**config.mk**
```make
export PLATFORM = sky130hd
export DESIGN_NAME = ecc_op_monitor_flat
export DESIGN_NICKNAME = d
export VERILOG_FILES = /design/src/rtl/ecc_op_monitor_if.sv /design/src/rtl/ecc_op_monitor.sv /design/src/flat_wrapper.sv
export SDC_FILE = /design/constraint.sdc
export NUM_CORES = 1
export LEC_CHECK = 0
export BUFFER_PORTS_ARGS = -buffer_cell sky130_fd_sc_hd__buf_2
export CORE_MARGIN = 2
export CORE_UTILIZATION = 48
export DETAILED_ROUTE_END_ITERATION = 16
export PLACE_DENSITY_LB_ADDON = 0.12
export SLEW_MARGIN = 20
export SYNTH_ARGS = -nofsm -noshare
export SYNTH_HDL_FRONTEND = slang
export SYNTH_SLANG_ARGS = --single-unit
```
**constraint.sdc**
```tcl
create_clock -name clk -period 2.93 [get_ports clk]
set_input_delay 0.586 -clock clk [delete_from_list [all_inputs] [get_ports clk]]
set_output_delay 0.586 -clock clk [all_outputs]
set_load 0.02 [all_outputs]
```
**src/rtl/ecc_op_monitor_if.sv**
```systemverilog
// Bundle of APB control and DUT/golden-model result signals watched by ecc_op_monitor.
// The master side drives everything; the monitor only observes.
interface ecc_op_monitor_if #(
  parameter int AMBA_ADDR_WIDTH = 20,
  parameter int AMBA_WORD       = 32
);
  logic [AMBA_ADDR_WIDTH-1:0] PADDR;
  logic                       PSEL;
  logic                       PENABLE;
  logic                       PWRITE;
  logic [AMBA_WORD-1:0]       data_out;
  logic                       operation_done;
  logic [1:0]                 num_of_errors;
  logic [AMBA_WORD-1:0]       gm_data_out;
  logic [1:0]                 gm_num_of_errors;

  modport master (
    output PADDR, PSEL, PENABLE, PWRITE,
    output data_out, operation_done, num_of_errors,
    output gm_data_out, gm_num_of_errors
  );

  modport slave (
    input PADDR, PSEL, PENABLE, PWRITE,
    input data_out, operation_done, num_of_errors,
    input gm_data_out, gm_num_of_errors
  );
endinterface

```
**src/rtl/ecc_op_monitor.sv**
```systemverilog
// Watches ECC operations started by an APB control write and checks each result
// against a golden model; keeps sticky error flags, saturating counters and latency.
module ecc_op_monitor #(
  parameter int AMBA_ADDR_WIDTH = 20,
  parameter int AMBA_WORD       = 32,
  parameter int DATA_WIDTH      = 32,
  parameter int MAX_LATENCY     = 8,
  parameter int CNT_WIDTH       = 16
) (
  input  logic                               clk,
  input  logic                               rst,
  ecc_op_monitor_if.slave                    bus,
  input  logic                               clear,
  output logic                               busy,
  output logic                               err_timeout,
  output logic                               err_data,
  output logic                               err_nerr,
  output logic                               err_spurious,
  output logic                               err_overlap,
  output logic                               err_pulse,
  output logic [CNT_WIDTH-1:0]               op_count,
  output logic [CNT_WIDTH-1:0]               fail_count,
  output logic [$clog2(MAX_LATENCY+1)-1:0]   last_latency
);
  localparam int LAT_W = $clog2(MAX_LATENCY + 1);
  localparam logic [LAT_W-1:0]     LAT_MAX = LAT_W'(MAX_LATENCY);
  localparam logic [CNT_WIDTH-1:0] CNT_SAT = '1;

  typedef enum logic {IDLE, WAIT_DONE} state_t;

  state_t            state_reg;
  logic [LAT_W-1:0]  lat_cnt_reg;

  logic [AMBA_WORD-1:0] dut_word;
  logic [AMBA_WORD-1:0] gm_word;
  logic                 start;
  logic                 done;
  logic                 in_wait;
  logic                 ev_complete;
  logic                 ev_timeout;
  logic                 ev_overlap;
  logic                 ev_spurious;
  logic                 ev_data;
  logic                 ev_nerr;
  logic                 ev_any;
  logic [LAT_W:0]       lat_inc;
  logic [LAT_W-1:0]     lat_done;
  logic                 unused_bits;

  assign dut_word    = bus.data_out;
  assign gm_word     = bus.gm_data_out;
  // Upper address bits and data bits above DATA_WIDTH are intentionally ignored.
  assign unused_bits = ^{bus.PADDR[AMBA_ADDR_WIDTH-1:4], dut_word, gm_word};

  assign start   = bus.PSEL & bus.PENABLE & bus.PWRITE & (bus.PADDR[3:0] == 4'd0);
  assign done    = bus.operation_done;
  assign in_wait = (state_reg == WAIT_DONE);

  assign ev_complete = in_wait & done;
  assign ev_timeout  = in_wait & ~done & (lat_cnt_reg == LAT_MAX);
  // A start landing on the timeout cycle just launches the next op; the timeout is the error.
  assign ev_overlap  = in_wait & ~done & start & ~ev_timeout;
  assign ev_spurious = ~in_wait & done & ~start;
  assign ev_data     = ev_complete & (bus.num_of_errors != 2'd2) &
                       (dut_word[DATA_WIDTH-1:0] != gm_word[DATA_WIDTH-1:0]);
  assign ev_nerr     = ev_complete & (bus.num_of_errors != bus.gm_num_of_errors);
  assign ev_any      = ev_timeout | ev_overlap | ev_spurious | ev_data | ev_nerr;

  assign lat_inc  = {1'b0, lat_cnt_reg} + (LAT_W+1)'(1);
  assign lat_done = lat_inc[LAT_W] ? '1 : lat_inc[LAT_W-1:0];

  function automatic logic [CNT_WIDTH-1:0] sat_inc(input logic [CNT_WIDTH-1:0] v);
    return (v == CNT_SAT) ? v : v + 1'b1;
  endfunction

  always_ff @(posedge clk or negedge rst) begin
    if (!rst) begin
      state_reg    <= IDLE;
      lat_cnt_reg  <= '0;
      busy         <= 1'b0;
      err_timeout  <= 1'b0;
      err_data     <= 1'b0;
      err_nerr     <= 1'b0;
      err_spurious <= 1'b0;
      err_overlap  <= 1'b0;
      err_pulse    <= 1'b0;
      op_count     <= '0;
      fail_count   <= '0;
      last_latency <= '0;
    end else begin
      err_pulse <= ev_any;
      if (ev_timeout)  err_timeout  <= 1'b1;
      if (ev_data)     err_data     <= 1'b1;
      if (ev_nerr)     err_nerr     <= 1'b1;
      if (ev_spurious) err_spurious <= 1'b1;
      if (ev_overlap)  err_overlap  <= 1'b1;
      if (ev_any)      fail_count   <= sat_inc(fail_count);
      if (ev_complete) begin
        op_count     <= sat_inc(op_count);
        last_latency <= lat_done;
      end

      case (state_reg)
        IDLE: begin
          if (start) begin
            state_reg   <= WAIT_DONE;
            busy        <= 1'b1;
            lat_cnt_reg <= '0;
          end
        end
        WAIT_DONE: begin
          if (start) begin
            lat_cnt_reg <= '0;
          end else if (done || ev_timeout) begin
            state_reg <= IDLE;
            busy      <= 1'b0;
          end else if (lat_cnt_reg != LAT_MAX) begin
            lat_cnt_reg <= lat_cnt_reg + 1'b1;
          end
        end
        default: begin
          state_reg <= IDLE;
          busy      <= 1'b0;
        end
      endcase

      // Clear overrides every same-cycle flag/counter update but leaves the FSM alone.
      if (clear) begin
        err_timeout  <= 1'b0;
        err_data     <= 1'b0;
        err_nerr     <= 1'b0;
        err_spurious <= 1'b0;
        err_overlap  <= 1'b0;
        err_pulse    <= 1'b0;
        op_count     <= '0;
        fail_count   <= '0;
        last_latency <= '0;
      end
    end
  end
endmodule

```
**src/flat_wrapper.sv**
```systemverilog
// flat-port wrapper written by rule: the top's interface ports become plain ports
module ecc_op_monitor_flat 
#(
  parameter int AMBA_ADDR_WIDTH = 20,
  parameter int AMBA_WORD       = 32,
  parameter int DATA_WIDTH      = 32,
  parameter int MAX_LATENCY     = 8,
  parameter int CNT_WIDTH       = 16
)
  (clk, rst, clear, busy, err_timeout, err_data, err_nerr, err_spurious, err_overlap, err_pulse, op_count, fail_count, last_latency, bus_PADDR, bus_PSEL, bus_PENABLE, bus_PWRITE, bus_data_out, bus_operation_done, bus_num_of_errors, bus_gm_data_out, bus_gm_num_of_errors);
  ecc_op_monitor_if #(.AMBA_ADDR_WIDTH(AMBA_ADDR_WIDTH), .AMBA_WORD(AMBA_WORD)) bus_i ();
  input  logic clk;
  input  logic rst;
  input  logic clear;
  output logic busy;
  output logic err_timeout;
  output logic err_data;
  output logic err_nerr;
  output logic err_spurious;
  output logic err_overlap;
  output logic err_pulse;
  output logic [CNT_WIDTH-1:0] op_count;
  output logic [CNT_WIDTH-1:0] fail_count;
  output logic [$clog2(MAX_LATENCY+1)-1:0] last_latency;
  input wire logic [$bits(bus_i.PADDR)-1:0] bus_PADDR;
  input wire logic [$bits(bus_i.PSEL)-1:0] bus_PSEL;
  input wire logic [$bits(bus_i.PENABLE)-1:0] bus_PENABLE;
  input wire logic [$bits(bus_i.PWRITE)-1:0] bus_PWRITE;
  input wire logic [$bits(bus_i.data_out)-1:0] bus_data_out;
  input wire logic [$bits(bus_i.operation_done)-1:0] bus_operation_done;
  input wire logic [$bits(bus_i.num_of_errors)-1:0] bus_num_of_errors;
  input wire logic [$bits(bus_i.gm_data_out)-1:0] bus_gm_data_out;
  input wire logic [$bits(bus_i.gm_num_of_errors)-1:0] bus_gm_num_of_errors;
  assign bus_i.PADDR = bus_PADDR;
  assign bus_i.PSEL = bus_PSEL;
  assign bus_i.PENABLE = bus_PENABLE;
  assign bus_i.PWRITE = bus_PWRITE;
  assign bus_i.data_out = bus_data_out;
  assign bus_i.operation_done = bus_operation_done;
  assign bus_i.num_of_errors = bus_num_of_errors;
  assign bus_i.gm_data_out = bus_gm_data_out;
  assign bus_i.gm_num_of_errors = bus_gm_num_of_errors;
  ecc_op_monitor #(.AMBA_ADDR_WIDTH(AMBA_ADDR_WIDTH), .AMBA_WORD(AMBA_WORD), .DATA_WIDTH(DATA_WIDTH), .MAX_LATENCY(MAX_LATENCY), .CNT_WIDTH(CNT_WIDTH)) u_core (.clk(clk), .rst(rst), .bus(bus_i), .clear(clear), .busy(busy), .err_timeout(err_timeout), .err_data(err_data), .err_nerr(err_nerr), .err_spurious(err_spurious), .err_overlap(err_overlap), .err_pulse(err_pulse), .op_count(op_count), .fail_count(fail_count), .last_latency(last_latency));
endmodule
```
### Word level (Yosys, flattened, before mapping)

Index checks and enable logic that the tools add are counted.

* flip-flop bits (word level): 48
* input port bits: 95
* logic and storage cells: 97

* $add $sub $neg: 4
* eq/ne operators: 14
* mux-type cells: 33
* bitwise logic cells: 21
* reductions and logical operators: 13

Operator list (number)
* $mux 16: 6
* $add 16x1->16 const B: 2
* $eq 16x16->1 const B: 2
* $ne 32x32->1: 1
* $mux 4: 7
* $mux 1: 17
* $reduce_bool 2->1: 7
* $and 1x1->1: 13
* $ne 2x2->1 const B: 5
* $pmux 4 s2: 1
* $ne 3x3->1 const B: 2
* $reduce_and 3->1: 2
* $add 4x1->5 const B: 1
* $add 4x1->4 const B: 1
* $eq 4x4->1 const B: 1
* $logic_not 4->1: 1
* $ne 4x4->1 const B: 1
* $not 1->1: 4
* $or 1x1->1: 4
* $pmux 1 s2: 2
* $reduce_and 2->1: 2
* $ne 2x1->1 const B: 1
* $ne 2x2->1: 1
* $logic_or 1x1->1: 1

### Longest topological paths before layout

Gate-level depths: netlist of run 1.

* depth in word-level cells: 11
* depth in mapped cells: 8

### Worst setup path after synthesis of run 1

OpenSTA, ideal clock, no wires.

* path type: register to register
* from: reg u_core.fail_count[0]
* to: reg u_core.fail_count[13]
* setup time: 0.125 ns
* data arrival time: 2.105 ns
* required time: 2.805 ns
* setup slack: 0.701 ns
* cell stages (with the launch flop): 8
* cell sequence: dfrtp_1 ha_1 and3_1 nand4_4 nor4_2 nor4_1 a21oi_1 mux2_2

* cells in the longest elaborated chain, start to end: 4
* elaborated cells on any way between the ends: 7
* classes of those cells: 1 x add/sub; 2 x eq/ne; 3 x mux; 1 x reduce/logical

Ends and longest elaborated chain
* from (decl): RTL line ecc_op_monitor.sv:22 `output logic [CNT_WIDTH-1:0] fail_count,`
* from (signal assigned): RTL line ecc_op_monitor.sv:97 `if (ev_any) fail_count <= sat_inc(fail_count);`
* $add 16x1->16: RTL line ecc_op_monitor.sv:73 `return (v == CNT_SAT) ? v : v + 1'b1;`
* $mux 16: RTL line ecc_op_monitor.sv:73
* $mux 16: RTL line ecc_op_monitor.sv:97
* $mux 16: RTL line ecc_op_monitor.sv:128 `if (clear) begin`

Several ways; a longest one is shown, not always the timed one. The select of a mux whose other input is x is not followed.
A chain may end at the register's enable or synchronous reset.

### Worst setup path after layout of run 1

* from: reg u_core.lat_cnt_reg[0]
* to: reg u_core.fail_count[9]

* cells in the longest elaborated chain, start to end: 10

Ends and longest elaborated chain
* from (decl): RTL line ecc_op_monitor.sv:32 `logic [LAT_W-1:0] lat_cnt_reg;`
* from (signal assigned): RTL line ecc_op_monitor.sv:118 `lat_cnt_reg <= lat_cnt_reg + 1'b1;`
* $eq 4x4->1 *: RTL line ecc_op_monitor.sv:60 `assign ev_timeout = in_wait & ~done & (lat_cnt_reg == LAT_MAX);`
* $and 1x1->1 *: RTL line ecc_op_monitor.sv:60
* $not 1->1: RTL line ecc_op_monitor.sv:62 `assign ev_overlap = in_wait & ~done & start & ~ev_timeout;`
* $and 1x1->1: RTL line ecc_op_monitor.sv:62
* $or 1x1->1 * (4 in series): RTL line ecc_op_monitor.sv:67 `assign ev_any = ev_timeout | ev_overlap | ev_spurious | ev_data | ev_nerr;`
* $reduce_bool 2->1 (no source line) *
* $reduce_and 2->1 (no source line) *

Mark *: on every way between the ends. The rest lies on a longest branch, timed or not.

==> results.tsv, run 1 <==
stage	metric	value	unit
outcome	status	finished, final reports clean	
worst_setup_path	reg2reg_depth	9	
worst_setup_path	cp-start-kind	flop	
die	die_h	84.5	um
timing	setup_tns	0	ps
layout	nFillCells	596	
worst_setup_path	endpoint_kind	flop	
drt	wl_per_cell	13.5	um
timing	finalSetupViolations	0	
place	dpl.cell_count	524	
layout	antennaDiodeCount	0	
clocking	root_buffer	clkbuf_8	
die	core_region_area	0.00631	mm^2
logic_synthesis	synth_area	0.00311	mm^2
timing	slew_violations	0	
place	portBuffers	121	
layout	layout_commonest_cell	buf_2	
global_routing	grt_antenna_before_repair	0	
die	die_w	84.5	um
die	io-pin-count	138	
layout	stdcell_count	531	
logic_synthesis	ys_seq_area_frac	0.386	
global_routing	grt_overflow_total	0	
drt	drc	0	
timing	rsz0062_at_grt	no	
die	rows	29	
logic_synthesis	synth_top_area_frac	0.386	
hold_path	hold_class	in2async	
clocking	clk_path_buf_depth	2	
drt	vias_per_cell	5.34	
clocking	cts-resized-gates	0	
drt	dr.pass1.iters	4	
timing	min_period	2560	ps
power_and_ir_drop	leakage	1.90	nW
clocking	hold_buffers	0	
worst_setup_path	arrival	2740	ps
timing	worstMarginPinSlew	561	ps
clocking	tritoncts	done	
clocking	clkLatencyLatePin	300	ps
worst_setup_path	cp_max_fo	11	
worst_setup_path	timing.rr.end	u_core.fail_count[9]$_DFFE_PN0P_	
logic_synthesis	ys_ff_latch	48	
worst_setup_path	path_class	reg2reg	
layout	reg_top3	u_core.fail_count: 16 flops, u_core.op_count: 16 flops	
logic_synthesis	synth_top_cells_by_area	dfrtp_1, xor2_1, nor2_1	
global_routing	grt_pass1_vias	2780	
logic_synthesis	synth_nets	432	
global_routing	grtUsageTotal	0.208	
logic_synthesis	syn_inst	333	
logic_synthesis	yosys_warnings	0	
logic_synthesis	syn_area_per_cell	9.34	um^2
logic_synthesis	yosysUniqueCellTypes	50	
die	start_util	0.493	
die	dieArea	0.00714	mm^2
clocking	htreeDepth	2	
drt	num_vias	2838	
timing	fin_skew	7.06	ps
place	dp_hpwl	5.63	mm
global_routing	grt_pass1_wl	12.3	mm
layout	final_cell_mix	buf_2, dfrtp_1, xor2_1, nor2_1, nand2_1	
clocking	cts_buffers	5	
logic_synthesis	synth.largest_area_cell	dfrtp_1	
timing	slew_headroom	0.623	
power_and_ir_drop	power	1.25	mW
logic_synthesis	synthArstFlopShare	1.00	
worst_setup_path	reg2reg_slack	370	ps
logic_synthesis	synth_flop_cell	dfrtp_1	
global_routing	grt_start_max_net_pins	42	
drt	antenna_left	0	
worst_setup_path	cp.required	3110	ps
worst_setup_path	reg2reg_from	u_core.lat_cnt_reg[0]$_DFFE_PN0P_	
timing	fin_crit_sh	0.873	
layout	final_nets	553	
clocking	clkSinkCount	48	
job	max_cap_viol_count	0	
drt	first_iter_violations	83	
clocking	post_cts_buffers	0	
layout	area_growth	24.5	%
place	gp_congestion	0.819	
clocking	path_clk_slew	80	ps
power_and_ir_drop	irDropWorstVdd	0.214	mV
logic_synthesis	synth_edf_count	0	
layout	layout-drive-gt1-share	0.333	
power_and_ir_drop	powerDensity	322	mW/mm^2
drt	wl	7.18	mm
timing	hold_viol	0	
timing	fmax	391	MHz
-- worst max-delay path: stages, from the launching register on --
cell      delay [ps]
dfrtp_1          470
inv_1             70
ha_1             210
and3b_1          220
a41o_1           240
a211oi_4         470
buf_4            210
nor4_1            50
a21oi_1          160
mux2_2           340
-- where the power goes --
part	total [mW]	leakage, nW	internal (mW)	switching, mW
clock network	0.368	0.0410	0.163	0.206
logic	0.190	1.19	0.0884	0.101
registers	0.690	0.665	0.674	0.0158
total	1.25	1.90	0.925	0.323
-- layer usage --
layer  track usage  share of wire  vias up
li1              -              -     1413
met3        0.0383          0.045       12
met1         0.267           0.44     1333
met5             0              0        -
met2         0.358           0.50       80
met4        0.0635          0.019        0
-- synthesized netlist by cell type, types with 2 or more instances --
cell,count
nand2_1,18
mux2_1,4
nor3_1,3
xor2_1,43
or3_1,2
and2_1,5
inv_1,11
clkbuf_1,9
nand4_1,6
mux2i_1,2
nand3_1,15
a211oi_1,9
o21ai_0,3
nor4_2,2
o211ai_1,2
and4_1,4
and3_1,3
nand2b_1,6
nor2_1,43
nor4_1,15
dfrtp_1,48
nor2b_1,15
a21oi_1,14
ha_1,4
nand3b_1,2
xnor2_1,8
a31oi_1,3
mux2_2,9
a2111oi_0,4
-- stage by stage --
step | worst slack, ps | util | instance area (um^2) | hold slack [ps]
detailed placement | 307 | 0.601 | 3790 | 485
global placement | 342 | 0.601 | 3790 | 475
finish | 371 | 0.613 | 3870 | 248
CTS | 345 | 0.613 | 3870 | 253
global route | 187 | 0.613 | 3870 | 266
floorplan | 701 | - | 3110 | 290
-- cells by family after synthesis --
family / Yosys count / share of synthesized area
simple gates: 144 / 0.252
fa+ha+maj: 4 / 0.0161
xor+xnor: 51 / 0.144
buf+inv: 24 / 0.0334
mux: 15 / 0.0535
compound gates: 47 / 0.115
flops: 48 / 0.386
-- cell type report --
class / instances / area, um^2 / share of cell area
timing repair buffer: 127 / 651 / 0.168
clock inverter: 1 / 5.00 / 0.00129
multi-input combinational: 261 / 1810 / 0.466
inverter: 11 / 41.3 / 0.0107
tap: 77 / 96.3 / 0.0249
sequential: 48 / 1200 / 0.310
clock buffer: 6 / 72.6 / 0.0187
-- worst max-delay path by stage --
| stage | from | end | slack, ps | depth (start not counted) |
|---|---|---|---|---|
| 5_1_grt | u_core.lat_cnt_reg[0]$_DFFE_PN0P_ | u_core.fail_count[13]$_DFFE_PN0P_ | 190 | 9 |
| 2_1_floorplan | u_core.fail_count[0]$_DFFE_PN0P_ | u_core.fail_count[13]$_DFFE_PN0P_ | 700 | 7 |
| 3_5_place_dp | bus_PADDR[1] | u_core.fail_count[13]$_DFFE_PN0P_ | 310 | 8 |
| 4_1_cts | u_core.lat_cnt_reg[0]$_DFFE_PN0P_ | u_core.fail_count[13]$_DFFE_PN0P_ | 340 | 9 |
| 3_3_place_gp | bus_PADDR[1] | u_core.fail_count[9]$_DFFE_PN0P_ | 340 | 8 |
| 6_report | u_core.lat_cnt_reg[0]$_DFFE_PN0P_ | u_core.fail_count[9]$_DFFE_PN0P_ | 370 | 9 |
No activity file was read; power rests on OpenSTA's default activity.
==> run 2, diff against run 1 <==
--- a/config.mk
+++ b/config.mk
@@ -7,7 +7,7 @@
 export LEC_CHECK = 0
 export BUFFER_PORTS_ARGS = -buffer_cell sky130_fd_sc_hd__buf_2
 export CORE_MARGIN = 2
-export CORE_UTILIZATION = 48
+export CORE_UTILIZATION = 45
 export DETAILED_ROUTE_END_ITERATION = 16
 export PLACE_DENSITY_LB_ADDON = 0.12
 export SLEW_MARGIN = 20
==> run 2 against run 1 <==
Effect of this change:
- register-to-register slack improved by 150 ps
- final cell count up 1.5%
- first-iteration DRC count fell by 33%
- critical path depth shrank 1
- global-route usage shrank 1.1 points
- die area increased by 6.3%
- critical path type unchanged
==> results.tsv, run 2 (synthesis gave the netlist of run 1 again) <==
stage	metric	value	unit	change
outcome	status	finished, final reports clean		
global_routing	grt_antenna_before_repair	0		unchanged
timing	worstMarginPinSlew	531	ps	-29.2 ps
die	start_util	0.460		-0.0323
layout	stdcell_count	539		+1.5%
die	core_region_area	0.00676	mm^2	+7.0%
place	dpl.cell_count	531		+1.3%
timing	slew_violations	0		unchanged
timing	min_period	2410	ps	-150 ps
drt	num_vias	2846		+0.28%
layout	reg_top3	u_core.fail_count: 16 flops, u_core.op_count: 16 flops		
worst_setup_path	path_delay_family	compound AO/OA/AOI/OAI gates		
worst_setup_path	reg2reg_depth	8		-1
drt	wl_per_cell	13.2	um	-2.4%
timing	fmax	415	MHz	+6.2%
die	die_h	87.1	um	+3.1%
layout	antennaDiodeCount	0		unchanged
timing	finalSetupViolations	0		unchanged
drt	vias_per_cell	5.28		-1.2%
clocking	cts_buffers	5		unchanged
worst_setup_path	reg2reg_slack	520	ps	+150 ps
clocking	tritoncts	done		
clocking	hold_buffers	0		unchanged
layout	final_cell_mix	buf_2, dfrtp_1, xor2_1, nor2_1, nand2_1		
power_and_ir_drop	p_int	0.956	mW	+3.3%
clocking	post_cts_buffers	0		unchanged
worst_setup_path	crit_path_top_delay_cell	dfrtp_1		
layout	final_nets	557		+0.72%
global_routing	grt_pass1_vias	2796		+0.58%
timing	rsz0062_at_grt	no		
clocking	htreeDepth	2		unchanged
global_routing	grt_start_max_net_pins	44		+4.8%
clocking	path_clk_slew	90	ps	about the same
worst_setup_path	cp-start-kind	flop		
timing	setup_tns	0	ps	unchanged
die	io-pin-count	138		unchanged
drt	dr.pass1.iters	4		unchanged
timing	fin_skew	8.05	ps	+0.991 ps
power_and_ir_drop	pwr-share-clk	0.320		+0.025
drt	antenna_left	0		unchanged
power_and_ir_drop	seqPwrFrac	0.533		-0.020
die	die_w	87.1	um	+3.1%
power_and_ir_drop	leakage	1.92	nW	+1.2%
clocking	cts-resized-gates	0		unchanged
timing	hold_viol	0		unchanged
drt	drc	0		unchanged
layout	layout_commonest_cell	buf_2		
place	gp_congestion	0.789		-3.7%
global_routing	grtUsageTotal	0.197		-0.0110
worst_setup_path	path_class	reg2reg		
worst_setup_path	cp.required	3120	ps	about the same
timing	slew_headroom	0.642		+0.0185
job	max_cap_viol_count	0		unchanged
global_routing	grt_overflow_total	0		unchanged
clocking	root_buffer	clkbuf_8		
power_and_ir_drop	switching_share	0.261		+0.00180
power_and_ir_drop	powerDensity	330	mW/mm^2	+2.3%
worst_setup_path	endpoint_kind	flop		
drt	wl	7.11	mm	-0.89%
worst_setup_path	timing.rr.end	u_core.fail_count[4]$_DFFE_PN0P_		
layout	layout-drive-gt1-share	0.340		+0.00727
power_and_ir_drop	p_switching	0.337	mW	+4.3%
worst_setup_path	reg2reg_from	u_core.lat_cnt_reg[0]$_DFFE_PN0P_		
global_routing	grt_pass1_wl	12.2	mm	-1.3%
power_and_ir_drop	irDropWorstVdd	0.160	mV	-25%
layout	area_growth	26.1	%	
power_and_ir_drop	combPwrFrac	0.148		-0.004
clocking	clk_path_buf_depth	2		unchanged
place	dp_hpwl	5.65	mm	+0.23%
die	rows	30		+3.4%
worst_setup_path	crit_path_cell_trace	inv_1 -> ha_1 -> and3b_1 -> a41o_1 -> a211oi_4 -> buf_4 -> a211oi_1 -> mux2_1		
worst_setup_path	max_stage_delay	450	ps	-20 ps
worst_setup_path	cp_max_fo	8		-3
power_and_ir_drop	power	1.29	mW	+3.6%
timing	fin_crit_sh	0.822		-0.0512
worst_setup_path	arrival	2600	ps	-140 ps
die	dieArea	0.00759	mm^2	+6.3%
hold_path	hold_class	in2async		
clocking	clkSinkCount	48		unchanged
worst_setup_path	critPathBufInv	2		unchanged
drt	first_iter_violations	56		-33%
place	portBuffers	121		unchanged
clocking	clkLatencyLatePin	300	ps	about the same
## run 2: how the worst max path moves through the flow
stage                                                 start                           endpoint  slack, ps  depth (start not counted)
after detailed placement                       bus_PADDR[1]  u_core.fail_count[12]$_DFFE_PN0P_        340                          7
after floorplan            u_core.fail_count[0]$_DFFE_PN0P_  u_core.fail_count[13]$_DFFE_PN0P_        700                          7
after global routing      u_core.lat_cnt_reg[0]$_DFFE_PN0P_   u_core.fail_count[4]$_DFFE_PN0P_        410                          8
final                     u_core.lat_cnt_reg[0]$_DFFE_PN0P_   u_core.fail_count[4]$_DFFE_PN0P_        520                          8
after global placement                         bus_PADDR[1]   u_core.fail_count[5]$_DFFE_PN0P_        390                          7
after CTS                 u_core.lat_cnt_reg[0]$_DFFE_PN0P_   u_core.fail_count[4]$_DFFE_PN0P_        520                          8
## run 2: metal layers
layer  GRT usage  wire, um
met1       0.252      3210
met2       0.346      3470
met3      0.0284       335
met4      0.0573       104
met5           0         0
## run 2: layout make-up
cell class / instances / area [um^2]
clock buffer: 7 / 86.3
clock inverter: 1 / 7.51
fill: 634 / 2830
inverter: 11 / 41.3
multi-input combinational: 261 / 1810
sequential: 48 / 1200
tap: 80 / 100
timing repair buffer: 131 / 681
## run 2: power by group through the flow
| stage | sequential (mW) | combinational [mW] | clock (mW) |
|---|---|---|---|
| 4_1_cts | 0.689 | 0.195 | 0.429 |
| 5_1_grt | 0.691 | 0.217 | 0.456 |
| 3_3_place_gp | 0.702 | 0.190 | 0 |
| 3_5_place_dp | 0.702 | 0.195 | 0 |
| 6_report | 0.689 | 0.191 | 0.413 |
| 2_1_floorplan | 0.710 | 0.0826 | 0 |
## run 2: metrics by stage
stage                      util  setup slack [ps]  hold slack, ps  area, um^2
after floorplan               -               701             290        3110
after global placement    0.567               387             474        3830
after detailed placement  0.567               339             483        3830
after CTS                 0.581               519             180        3920
after global routing      0.581               410             186        3920
final                     0.581               522             171        3920
==> run 3, diff against run 2 <==
--- a/config.mk
+++ b/config.mk
@@ -7,7 +7,7 @@
 export LEC_CHECK = 0
 export BUFFER_PORTS_ARGS = -buffer_cell sky130_fd_sc_hd__buf_2
 export CORE_MARGIN = 2
-export CORE_UTILIZATION = 45
+export CORE_UTILIZATION = 43
 export DETAILED_ROUTE_END_ITERATION = 16
 export PLACE_DENSITY_LB_ADDON = 0.12
 export SLEW_MARGIN = 20
==> constraint.sdc (replaced) <==
create_clock -name clk -period 2 [get_ports clk]
set_input_delay 0.4 -clock clk [delete_from_list [all_inputs] [get_ports clk]]
set_output_delay 0.4 -clock clk [all_outputs]
set_load 0.02 [all_outputs]
==> run 3 against run 2 <==
Effect of this change:
- the flow now finishes with violations (negative setup slack)
- global-route usage up 0.40 points
- via count rose by 4.7%
- clock power is 69% higher
- non-clock buffer count increased by 36
- highest routed layer unchanged
==> results.tsv, run 3 (synthesis gave the netlist of run 1 again) <==
stage	metric	value	unit	change
die	core_region_area	0.00714	mm^2	+5.6%
timing	hold_slack	62.2	ps	-109 ps
drt	dr.pass1.iters	4		unchanged
timing	slew_headroom	0.675		+0.0327
global_routing	grt_pass1_vias	2893		+3.5%
layout	final_cell_mix	buf_2, dfrtp_1, xor2_1, nor2_1, buf_4		
die	die_h	89.1	um	+2.2%
place	dp_hpwl	5.94	mm	+5.1%
timing	hold_viol	0		unchanged
layout	finish.instance_area	0.00434	mm^2	+11%
timing	rsz0062_at_grt	yes		
worst_setup_path	cp_max_fo	12		+4
power_and_ir_drop	powerDensity	469	mW/mm^2	+42%
timing	worstMarginPinSlew	483	ps	-48.6 ps
timing	worst_slack	-132	ps	-653 ps
power_and_ir_drop	irDropWorstVdd	0.251	mV	+57%
outcome	status	finished, violations left		
hold_path	hold_class	in2async		
timing	slew_violations	0		unchanged
worst_setup_path	arrival	2310	ps	-290 ps
worst_setup_path	path_class	reg2reg		
drt	num_vias	2981		+4.7%
power_and_ir_drop	leakage	2.15	nW	+12%
die	io-pin-count	138		unchanged
global_routing	grtUsageTotal	0.201		+0.00403
clocking	path_clk_slew	90	ps	about the same
layout	final_nets	593		+6.5%
layout	nFillCells	673		+6.2%
clocking	hold_buffers	0		unchanged
drt	wl_per_cell	12.9	um	-2.4%
place	gp_congestion	0.849		+7.6%
timing	min_period	2130	ps	-277 ps
global_routing	grt_start_max_net_pins	49		+11%
worst_setup_path	cp.required	2180	ps	-940 ps
global_routing	grt_pass1_wl	12.6	mm	+3.9%
timing	finalSetupViolations	15		+15
power_and_ir_drop	power	2.03	mW	+57%
place	dpl-instance-area	0.00417	mm^2	+9.0%
layout	antennaDiodeCount	0		unchanged
drt	drc	0		unchanged
job	max_cap_viol_count	0		unchanged
die	start_util	0.436		-0.0245
worst_setup_path	endpoint_kind	flop		
clocking	clk_path_buf_depth	2		unchanged
place	portBuffers	121		unchanged
drt	vias_per_cell	5.02		-5.0%
worst_setup_path	cp-start-kind	flop		
outcome	failed_checks	negative setup slack		
drt	antenna_left	0		unchanged
drt	wl	7.65	mm	+7.6%
layout	layout_commonest_cell	buf_2		
clocking	htreeDepth	2		unchanged
timing	fmax	469	MHz	+13%
clocking	tritoncts	done		
global_routing	grt_overflow_total	0		unchanged
layout	area_growth	39.5	%	
clocking	cts_buffers	5		unchanged
die	dieArea	0.00793	mm^2	+4.4%
clocking	clkSinkCount	48		unchanged
timing	fin_crit_sh	1.07		+0.244
drt	first_iter_violations	97		+73%
clocking	clkLatencyLatePin	300	ps	about the same
layout	reg_top3	u_core.fail_count: 16 flops, u_core.op_count: 16 flops		
die	die_w	89.1	um	+2.2%
layout	layout-drive-gt1-share	0.416		+0.0763
place	dp_slack	-325	ps	-664 ps
timing	setup_tns	-1120	ps	-1120 ps
global_routing	grt_antenna_before_repair	0		unchanged
die	rows	31		+3.3%
clocking	root_buffer	clkbuf_8		
timing	fin_skew	12.2	ps	+4.19 ps
-- run 3: cell types whose count changed in the layout (fill, tap and decap cells not counted), sizes merged --
| cell | before | now |
|---|---|---|
| clkinv | 0 | 1 |
| bufinv | 0 | 1 |
| clkinvlp | 1 | 0 |
| buf | 131 | 167 |
| clkbuf | 7 | 6 |
-- run 3: metal layers --
| layer | global-route usage | vias to the layer above | routed length, um |
|---|---|---|---|
| met2 | 0.361 | 85 | 3800 |
| met4 | 0.0475 | 0 | 64 |
| met1 | 0.251 | 1401 | 3390 |
| met3 | 0.0379 | 6 | 397 |
| li1 | - | 1489 | - |
| met5 | 0 | - | 0 |
-- run 3: worst max-delay path, cell delays in order (launching register included) --
cell and delay (ps):
dfrtp_1 360, inv_1 50, ha_2 180, and3b_1 200
a41o_1 240, a211oi_4 260, buf_12 170, nor4_1 60
a21oi_1 190, mux2_4 320
-- run 3: worst paths after layout --
| path | startpoint | end | slack (ps) | cells past startpoint |
|---|---|---|---|---|
| min in group clk | u_core.err_spurious$_DFFE_PN0P_ | u_core.err_spurious$_DFFE_PN0P_ | 510 | 2 |
| setup reg to reg | u_core.lat_cnt_reg[0]$_DFFE_PN0P_ | u_core.fail_count[9]$_DFFE_PN0P_ | -130 | 9 |
| hold / removal | rst | u_core.op_count[9]$_DFFE_PN0P_ | 60 | 2 |
| setup / recovery | u_core.lat_cnt_reg[0]$_DFFE_PN0P_ | u_core.fail_count[9]$_DFFE_PN0P_ | -130 | 9 |
| hold reg to reg | u_core.err_spurious$_DFFE_PN0P_ | u_core.err_spurious$_DFFE_PN0P_ | 510 | 2 |
| max in group asynchronous | rst | u_core.fail_count[1]$_DFFE_PN0P_ | 1690 | 2 |
-- run 3: cell type report --
class,instances,area [um^2],share of cell area
repair buffers,167,988,0.228
well taps,99,124,0.0286
inverters,11,41.3,0.00952
multi-input cells,261,1870,0.431
clock buffers,6,72.6,0.0167
clock inverters,2,35.0,0.00808
flip-flops and latches,48,1200,0.278
-- run 3: where the power goes --
part	total, mW	internal, mW	switching [mW]
Sequential	0.999	0.988	0.0109
Clock	0.699	0.372	0.327
Combinational	0.335	0.164	0.171
Total	2.03	1.52	0.509
-- run 3: what timing repair did --
| item | in CTS | in global routing |
|---|---|---|
| pin swaps | 3 | 1 |
| buffers inserted | 1 | 0 |
| gates resized for setup | 10 | 5 |
| endpoints found under the setup margin | 13 | 21 |
-- run 3: through the flow --
stage / utilization / cells
4_1_cts: 0.606 / 594
3_3_place_gp: 0.585 / 585
5_1_grt: 0.608 / 594
2_1_floorplan: - / 333
6_report: 0.608 / 594
3_5_place_dp: 0.585 / 585
